--- src/rtl/onehot_key_encoder.sv ---
// Debounced one-hot keypad encoder with multi-key lockout and press/release strobes.
// Optional auto-repeat of key_valid is built only when KEY_AUTOREPEAT_EN is defined.
module onehot_key_encoder #(
  parameter int N_KEYS       = 16,
  parameter int CODE_W       = 4,
  parameter int DB_CYCLES    = 1000,
  parameter int REPEAT_DELAY = 50000,
  parameter int REPEAT_RATE  = 10000
) (
  input  logic              clk,
  input  logic              rst,
  input  logic [N_KEYS-1:0] onehot,
  output logic [CODE_W-1:0] binary,
  output logic              key_down,
  output logic              key_valid,
  output logic              key_release,
  output logic              multi_err
);

  localparam int             CNT_W   = $clog2(DB_CYCLES);
  localparam logic [CNT_W-1:0] CNT_MAX = CNT_W'(DB_CYCLES - 1);
  localparam logic [CNT_W-1:0] CNT_ONE = CNT_W'(1);

  localparam logic [1:0] CLS_ZERO  = 2'd0;
  localparam logic [1:0] CLS_ONE   = 2'd1;
  localparam logic [1:0] CLS_MULTI = 2'd2;

  typedef enum logic [1:0] {
    IDLE    = 2'd0,
    PRESSED = 2'd1,
    LOCKOUT = 2'd2
  } state_t;

  if ((N_KEYS < 2) || (N_KEYS > 256)) begin : g_bad_n_keys
    $error("onehot_key_encoder: N_KEYS out of range 2..256");
  end
  if (CODE_W < $clog2(N_KEYS)) begin : g_bad_code_w
    $error("onehot_key_encoder: CODE_W too narrow for N_KEYS");
  end
  if (DB_CYCLES < 2) begin : g_bad_db
    $error("onehot_key_encoder: DB_CYCLES must be >= 2");
  end
  if ((REPEAT_DELAY < 2) || (REPEAT_RATE < 2)) begin : g_bad_repeat
    $error("onehot_key_encoder: REPEAT_DELAY and REPEAT_RATE must be >= 2");
  end

  // Population class of a pattern, saturating at two set bits.
  function automatic logic [1:0] classify(input logic [N_KEYS-1:0] v);
    logic [1:0] n;
    n = CLS_ZERO;
    for (int i = 0; i < N_KEYS; i++) begin
      if (v[i] && (n != CLS_MULTI)) begin
        n = n + 2'd1;
      end else begin
        n = n;
      end
    end
    return n;
  endfunction

  function automatic logic [CODE_W-1:0] encode(input logic [N_KEYS-1:0] v);
    logic [CODE_W-1:0] idx;
    idx = {CODE_W{1'b0}};
    for (int i = 0; i < N_KEYS; i++) begin
      if (v[i]) begin
        idx = CODE_W'(i);
      end else begin
        idx = idx;
      end
    end
    return idx;
  endfunction

  logic [N_KEYS-1:0] in_r;
  logic [N_KEYS-1:0] cand_r;
  logic [CNT_W-1:0]  cnt_r;
  logic              fired_r;
  logic              stable_evt_s;
  logic [1:0]        cls_s;
  logic [CODE_W-1:0] enc_s;

  state_t            state_r;
  state_t            state_next_s;
  logic [CODE_W-1:0] binary_next_s;
  logic              valid_next_s;
  logic              release_next_s;
  logic              multi_next_s;
  logic              accept_s;
  logic              repeat_fire_s;

  // fired_r marks that the current candidate has already produced its event
  assign stable_evt_s = (cnt_r == CNT_MAX) && !fired_r;
  assign cls_s        = classify(cand_r);
  assign enc_s        = encode(cand_r);

  // Input capture and debounce counter.
  always_ff @(posedge clk) begin
    if (rst) begin
      in_r    <= {N_KEYS{1'b0}};
      cand_r  <= {N_KEYS{1'b0}};
      cnt_r   <= {CNT_W{1'b0}};
      fired_r <= 1'b0;
    end else begin
      in_r <= onehot;
      if (in_r != cand_r) begin
        cand_r  <= in_r;
        cnt_r   <= {CNT_W{1'b0}};
        fired_r <= 1'b0;
      end else begin
        cnt_r   <= (cnt_r == CNT_MAX) ? cnt_r : cnt_r + CNT_ONE;
        fired_r <= fired_r | stable_evt_s;
      end
    end
  end

`ifdef KEY_AUTOREPEAT_EN
  localparam int RPT_MAX = (REPEAT_DELAY > REPEAT_RATE) ? REPEAT_DELAY : REPEAT_RATE;
  localparam int RPT_W   = $clog2(RPT_MAX);
  localparam logic [RPT_W-1:0] RPT_DELAY_END = RPT_W'(REPEAT_DELAY - 1);
  localparam logic [RPT_W-1:0] RPT_RATE_END  = RPT_W'(REPEAT_RATE - 1);
  localparam logic [RPT_W-1:0] RPT_ONE       = RPT_W'(1);

  logic [RPT_W-1:0] rpt_cnt_r;
  logic             rpt_first_r;

  assign repeat_fire_s = (state_r == PRESSED) &&
                         (rpt_cnt_r == (rpt_first_r ? RPT_DELAY_END : RPT_RATE_END));

  // Repeat timer: restarts on every accept, first interval is the long delay.
  always_ff @(posedge clk) begin
    if (rst) begin
      rpt_cnt_r   <= {RPT_W{1'b0}};
      rpt_first_r <= 1'b1;
    end else if (accept_s) begin
      rpt_cnt_r   <= {RPT_W{1'b0}};
      rpt_first_r <= 1'b1;
    end else if (state_r == PRESSED) begin
      if (repeat_fire_s) begin
        rpt_cnt_r   <= {RPT_W{1'b0}};
        rpt_first_r <= 1'b0;
      end else begin
        rpt_cnt_r   <= rpt_cnt_r + RPT_ONE;
        rpt_first_r <= rpt_first_r;
      end
    end else begin
      rpt_cnt_r   <= {RPT_W{1'b0}};
      rpt_first_r <= 1'b1;
    end
  end
`else
  assign repeat_fire_s = 1'b0;
`endif

  // Next-state and strobe decode; debounce events take priority over repeats.
  always_comb begin
    state_next_s   = state_r;
    binary_next_s  = binary;
    valid_next_s   = 1'b0;
    release_next_s = 1'b0;
    multi_next_s   = 1'b0;
    accept_s       = 1'b0;
    if (stable_evt_s) begin
      case (state_r)
        IDLE: begin
          case (cls_s)
            CLS_ONE: begin
              state_next_s  = PRESSED;
              binary_next_s = enc_s;
              valid_next_s  = 1'b1;
              accept_s      = 1'b1;
            end
            CLS_MULTI: begin
              state_next_s = LOCKOUT;
              multi_next_s = 1'b1;
            end
            default: state_next_s = IDLE;
          endcase
        end
        PRESSED: begin
          case (cls_s)
            CLS_ZERO: begin
              state_next_s   = IDLE;
              release_next_s = 1'b1;
            end
            CLS_ONE: begin
              // a glitch back to the same key is not a new press
              if (enc_s != binary) begin
                binary_next_s = enc_s;
                valid_next_s  = 1'b1;
                accept_s      = 1'b1;
              end else begin
                valid_next_s  = repeat_fire_s;
              end
            end
            CLS_MULTI: begin
              state_next_s = LOCKOUT;
              multi_next_s = 1'b1;
            end
            default: state_next_s = PRESSED;
          endcase
        end
        LOCKOUT: begin
          case (cls_s)
            CLS_ZERO: state_next_s = IDLE;
            default:  state_next_s = LOCKOUT;
          endcase
        end
        default: state_next_s = IDLE;
      endcase
    end else begin
      valid_next_s = repeat_fire_s;
    end
  end

  // State and registered outputs.
  always_ff @(posedge clk) begin
    if (rst) begin
      state_r     <= IDLE;
      binary      <= {CODE_W{1'b0}};
      key_down    <= 1'b0;
      key_valid   <= 1'b0;
      key_release <= 1'b0;
      multi_err   <= 1'b0;
    end else begin
      state_r     <= state_next_s;
      binary      <= binary_next_s;
      key_down    <= (state_next_s == PRESSED);
      key_valid   <= valid_next_s;
      key_release <= release_next_s;
      multi_err   <= multi_next_s;
    end
  end

endmodule

--- config.mk ---
export PLATFORM = sky130hd
export DESIGN_NAME = onehot_key_encoder
export DESIGN_NICKNAME = d
export VERILOG_FILES = /design/src/rtl/onehot_key_encoder.sv
export SDC_FILE = /design/constraint.sdc
export NUM_CORES = 1
export LEC_CHECK = 0
export ABC_AREA = 1
export CAP_MARGIN = 20
export CORE_MARGIN = 4
export CORE_UTILIZATION = 53
export DETAILED_ROUTE_END_ITERATION = 8
export GPL_TIMING_DRIVEN = 0
export PLACE_DENSITY = 0.74
export SLEW_MARGIN = 20
export SYNTH_ARGS = -nofsm -noshare
export SYNTH_HDL_FRONTEND = slang
export SYNTH_SLANG_ARGS = --single-unit
--- constraint.sdc ---
create_clock -name clk -period 9.62 [get_ports clk]
set_clock_uncertainty 0.05 [all_clocks]
set_input_delay 2.886 -clock clk [delete_from_list [all_inputs] [get_ports clk]]
set_output_delay 2.886 -clock clk [all_outputs]
set_load 0.02 [all_outputs]
## Word level (Yosys, flattened, before mapping)

Index checks and enable logic that the tools add are counted.

- Div/mod/pow operators: 0
- Shift operators: 0
- Reduce and logical (&&, ||, !) cells: 26
- $mul: 0
- Multiplexer cells: 46
- Eq/ne operators: 26
- $lt $le $gt $ge: 0
- $add $sub $neg: 16
- Bitwise logic cells: 4

Operators with widths:

| operator | count |
|---|---|
| $mux 4 | 17 |
| $mux 2 | 17 |
| $ne 2x2->1 const B | 17 |
| $add 2x1->2 const B | 14 |
| $logic_and 1x1->1 | 16 |
| $ne 16x16->1 | 1 |
| $pmux 2 s3 | 2 |
| $add 10x1->10 const B | 1 |
| $eq 10x10->1 const B | 1 |
| $pmux 4 s2 | 1 |
| $mux 1 | 7 |
| $eq 2x1->1 const B | 3 |
| $reduce_or 2->1 | 3 |
| $reduce_or 3->1 | 2 |
| $reduce_and 5->1 | 1 |
| $eq 2x2->1 const B | 2 |
| $logic_not 2->1 | 2 |
| $ne 4x4->1 | 1 |
| $pmux 2 s2 | 1 |
| $not 1->1 | 3 |
| $add 1x1->2 const B | 1 |
| $ne 1x2->1 const B | 1 |
| $pmux 1 s2 | 1 |
| $reduce_bool 2->1 | 1 |
| 2 further kinds | 2 |

- Memories: 0
- Word-level logic and storage cells: 128
- ROM bits: 0
- Bits in registers: 53
- Latch bits: 0
- Input bits: 18
- Output and inout port bits: 8
- RAM bits: 0

## Depth between registers and ports, before layout

- Word-level depth: 51
- Gate-level depth with buffers: 85
- Gate-level depth less buffers: 85

## Worst setup path before layout

Ideal clock, no wire load.

- Kind: register to register
- From: register cand_r[0]
- To: register binary[2]
- Setup slack: -0.718 ns
- Cell stages (with the launch flop): 75
- Clock period less this slack: 10.338 ns
- Setup time: 0.113 ns
- Path buffers: 0
- Required time: 9.457 ns
- Arrival time: 10.174 ns
- Path through: dfxtp_1 > inv_1 > ha_1 > inv_1 > nand2_2 > nand2_2 > ha_1 > inv_1 > nand2_1 > inv_1 > nand3_1 > nand2_1 > ha_1 > nor2_2 > inv_1 > nand3_4 > nand2_4 > ha_1 > [39 not listed] > ha_1 > nor2_1 > inv_1 > nand3_2 > nand2_2 > ha_1 > nor2_1 > inv_1 > or2_2 > nand2_1 > ha_1 > nor2_1 > inv_1 > nand3_1 > a21oi_1 > nand3_4 > o21ai_1 > nor2_1

- Cells in the longest elaborated chain, start to end: 49
- Elaborated cells between the ends (all ways): 65
- Classes of those cells: 15 x add/sub; 18 x eq/ne; 16 x mux; 16 x reduce/logical

RTL lines:

| item | RTL line | text |
|---|---|---|
| from (decl) | 75 | `logic [N_KEYS-1:0] cand_r;` |
| from (signal assigned) | 100 | `cand_r <= {N_KEYS{1'b0}};` |
| from (signal assigned) | 106 | `cand_r <= in_r;` |
| $mux 1 (*) | 52 | `if (v[i] && (n != CLS_MULTI)) begin` |
| $ne 1x2->1 | 52 |  |
| $logic_and 1x1->1 | 52 |  |
| $mux 2 (*) | 52 |  |
| branches (longest 2 deep; another with $add 2x1->2) | - |  |
| $mux 2 (*) | 52 |  |
| branches (longest 2 deep; another with $add 2x1->2) | - |  |
| $mux 2 (*) | 52 |  |
| [29 not listed] | - |  |
| $mux 2 (*) | 52 |  |
| branches (longest 2 deep; another with $add 2x1->2) | - |  |
| $mux 2 (*) | 52 |  |
| branches (longest 2 deep; another with $add 2x1->2) | - |  |
| $mux 2 (*) | 52 |  |
| $eq 2x1->1 (*) | 165, 180 |  |
| $ne 2x2->1 (no source line) | - |  |
| $reduce_and 5->1 (no source line) (*) | - |  |
| to (signal assigned) | 219 | `binary <= {CODE_W{1'b0}};` |
| to (signal assigned) | 226 | `binary <= binary_next_s;` |
| to (decl) | 13 | `output logic [CODE_W-1:0] binary,` |

Every way passes the cells marked *.
A chain may end at the register's enable or synchronous reset.

## Worst setup path after layout

- From: register cand_r[1]
- To: register key_down

- Cells in the longest elaborated chain, start to end: 49
- Elaborated cells between the ends (all ways): 67
- Classes of those cells: 14 x add/sub; 17 x eq/ne; 20 x mux; 16 x reduce/logical

RTL lines:

| item | RTL line | text |
|---|---|---|
| $logic_and 1x1->1 (*) | 52 |  |
| $mux 2 (*) | 52 |  |
| branches (longest 2 deep; another with $add 2x1->2) | - |  |
| $mux 2 (*) | 52 |  |
| branches (longest 2 deep; another with $add 2x1->2) | - |  |
| $mux 2 (*) | 52 |  |
| branches (longest 2 deep; another with $add 2x1->2) | - |  |
| $mux 2 (*) | 52 |  |
| [29 not listed] | - |  |
| $mux 2 (*) | 52 |  |
| branches (longest 2 deep; another with $add 2x1->2) | - |  |
| $mux 2 (*) | 52 |  |
| $eq 2x2->1 (tied with other cells) | 165, 180 |  |
| $pmux 2 s3 (tied with other cells) | 180 | `case (cls_s)` |
| $pmux 2 s3 (*) | 163 | `case (state_r)` |
| $mux 2 (*) | 162 | `if (stable_evt_s) begin` |
| $eq 2x1->1 (*) | 227 | `key_down <= (state_next_s == PRESSED);` |
| to (signal assigned) | 227 |  |
| to (decl) | 14 | `output logic key_down,` |

Marked as above.

==> results.json <==
{
  "outcome": "completed",
  "die-area_sq_mm": 0.007507,
  "report.final.slew_viol_count": 0,
  "vias_per_cell": 5.184,
  "drc": 0,
  "tightest_slew_ns": 0.8735,
  "p_per_area_mw_per_mm2": 139.3,
  "syn_nets": 509,
  "n_antenna_cell": 0,
  "synth_top_family_by_area": "simple AND/OR/NAND/NOR gates",
  "hold_path_depth": 2,
  "clock.fmax_mhz": 107.7,
  "syn_area_per_cell_sq_um": 6.916,
  "yosysTopAreaCellShare": 0.3237,
  "die_w_um": 86.65,
  "dp.cells": 573,
  "finalWirelength_mm": 7.382,
  "grt_max_degree": 17,
  "power.leakage_nw": 1.885,
  "design_area_sq_mm": 0.004305,
  "hold_slack_ns": 0.3872,
  "synthesis.area_sq_mm": 0.003278,
  "crit_path_frequent_cell": "nor2_4",
  "wl_per_cell_um": 12.24,
  "finalCritPeriodShare": 0.9653,
  "antenna_left": 0,
  "syn-instance-count": 474,
  "syn2layout_area_growth_pct": 31.34,
  "finalWeightedCongestion": 0.8188,
  "dr_total_vias": 3126,
  "grt_pass1_vias": 2853,
  "yosysUniqueCellTypes": 30,
  "setup_viol": 0,
  "synth-compound-area-share": 0.06412,
  "numCtsBuffers": 5,
  "clockBufferDepth": 2,
  "yosysWarnings": 0,
  "core_area_sq_mm": 0.005956,
  "cp.required_ns": 9.82,
  "reg2regPathDepth": 78,
  "cpMaxStageDelayCell": "dfxtp_4",
  "nets": 562,
  "cp_max_fo": 6,
  "power_mw": 0.5997,
  "synthXorXnorAreaFrac": 0.02405,
  "row_count": 28,
  "cts-root-buf": "clkbuf_8",
  "gr-total-overflow": 0,
  "antenna_found_initial": 0,
  "crit_arrival_ns": 9.49,
  "ios": 26,
  "drtIter0Drc": 134,
  "layout-drive-gt1-share": 0.2822,
  "firstDrtPassIters": 5,
  "crit_path_start_kind": "flop",
  "post-route-min-period_ns": 9.286,
  "crit_path_end_kind": "flop",
  "synth_area_leaders": "dfxtp_1 (32%), inv_1 (11%), nand2_1 (8.9%)",
  "synth.area.mux_share": 0,
  "cts_tree": "done",
  "synth-seq-cells": 53,
  "clk_latency_ns": 0.30,
  "grt_pass1_wl_mm": 11.71,
  "htree_levels": 2,
  "seq_area_frac_synth": 0.3237,
  "postPlaceCellArea_sq_mm": 0.003649,
  "clock_sinks": 53,
  "start_util": 0.5504,
  "r2r_start": "cand_r[1]$_SDFFE_PP0P_",
  "hold_end": "cand_r[0]$_SDFFE_PP0P_",
  "maxCapViolations": 0,
  "clk_pin_slew_ns": 0.10,
  "rr_endpoint": "key_down$_SDFF_PP0_",
  "r2r_slack_ns": 0.33,
  "min_from": "in_r[0]$_SDFF_PP0_",
  "io_buffer_count": 24,
  "critPathMaxStageDelay_ns": 0.38,
  "final_cells": 603,
  "report.final.hold_viol_count": 0,
  "ir_drop_v": 0.0001089,
  "hold_path_class": "reg -> reg",
  "critical_path_class": "reg -> reg",
  "slew_headroom": 0.4026,
  "die_h_um": 86.65,
  "synthAdderAreaFrac": 0.06489,
  "hpwlAfterDp_mm": 5.183,
  "yosys.area.top_type": "dfxtp_1",
  "yosys.area_share.simple": 0.4076,
  "grt_usage": 0.1877
}
-- where the power goes --
| part | switching, mW | internal, mW |
|---|---|---|
| Combinational | 0.123 | 0.0900 |
| Sequential | 0.00563 | 0.225 |
| Clock | 0.0710 | 0.0846 |
| Total | 0.200 | 0.400 |
-- cells by family after synthesis --
| kind of cell | after synthesis |
|---|---|
| xor+xnor | 9 |
| flops | 53 |
| fa+ha+maj | 17 |
| compound gates | 36 |
| buf+inv | 101 |
| simple gates | 258 |
-- cell type report --
type / count / area (sq um)
inverter: 97 / 381.6
fill: 475 / 1650
tap: 75 / 93.84
timing repair buffer: 45 / 409.1
buffer: 4 / 15.01
multi-input combinational: 321 / 2217
clock buffer: 6 / 82.58
clock inverter: 2 / 37.54
sequential: 53 / 1069
-- timing repair --
item / CTS / global route
hold buffers: 0 / 0
pin swaps: 11 / 23
setup endpoints to repair: 10 / 10
resized for setup: 28 / 73
gates cloned: 1 / 0
endpoints found under the hold margin: 0 / 0
buffers inserted: 8 / 13
-- layer usage --
layer  vias to the layer above  part of all wire  track usage
met1                      1453              0.44       0.2378
li1                       1611                 -            -
met4                         0             0.015      0.04533
met3                        12             0.034      0.02757
met5                         -                 0            0
met2                        50              0.51       0.3338
-- synthesized netlist by cell type (all sizes together) --
cell and number:
o211ai 3, a21oi 16, nand4 4, ha 17, or2 13, clkbuf 1
nor2 61, xor2 4, buf 3, a211oi 1, nor3 3, a2111oi 1
inv 97, nand2 95, a211o 1, nand3 72, xnor2 5, dfxtp 53
nor4 9, o21ai 13, a31oi 1, nand3b 1
-- critical path: cells and delay by family (launching register included) --
| family | cells | cell delay, ns |
|---|---|---|
| AO/OA/AOI/OAI | 1 | 0.17 |
| adder cells (fa/ha/maj) | 14 | 2.62 |
| buffers and inverters | 21 | 1.74 |
| flip-flops | 1 | 0.38 |
| AND/OR/NAND/NOR | 42 | 4.24 |
-- registers in the layout, indices dropped and copies added (netlist names) --
register	count
in_r	16
cand_r	16
key_release	1
state_r	2
fired_r	1
multi_err	1
cnt_r	10
key_down	1
binary	4
key_valid	1
-- placed cells by master (no fill, tap or decap), types with 14 or more instances in the layout --
| cell | n |
|---|---|
| a21oi_1 | 14 |
| buf_4 | 18 |
| clkdlybuf4s50_1 | 24 |
| dfxtp_1 | 51 |
| inv_1 | 76 |
| inv_2 | 14 |
| nand2_1 | 72 |
| nand2_4 | 14 |
| nand3_1 | 44 |
| nand3_2 | 17 |
| nor2_1 | 48 |
-- stage by stage --
step                  util  setup TNS, ns  worst slack (ns)
finish              0.7229              0            0.3342
CTS                 0.6578              0           0.01360
global placement    0.6126         -7.627           -0.8501
detailed placement  0.6126         -10.34            -1.118
global route        0.7229         -1.431           -0.2216
floorplan                -              0           0.04591
-- how the worst max path moves through the flow --
stage / slack (ns) / cells after the start / startpoint / to
after floorplan: 0.05 / 76 / cand_r[0]$_SDFFE_PP0P_ / binary[2]$_SDFFE_PP0P_
after global placement: -0.85 / 75 / cand_r[1]$_SDFFE_PP0P_ / key_down$_SDFF_PP0_
after detailed placement: -1.12 / 74 / cand_r[1]$_SDFFE_PP0P_ / key_down$_SDFF_PP0_
after CTS: 0.01 / 78 / cand_r[1]$_SDFFE_PP0P_ / binary[1]$_SDFFE_PP0P_
after global routing: -0.22 / 82 / cand_r[1]$_SDFFE_PP0P_ / key_down$_SDFF_PP0_
final: 0.33 / 78 / cand_r[1]$_SDFFE_PP0P_ / key_down$_SDFF_PP0_
Note: power is estimated with default switching activity, not from simulation.
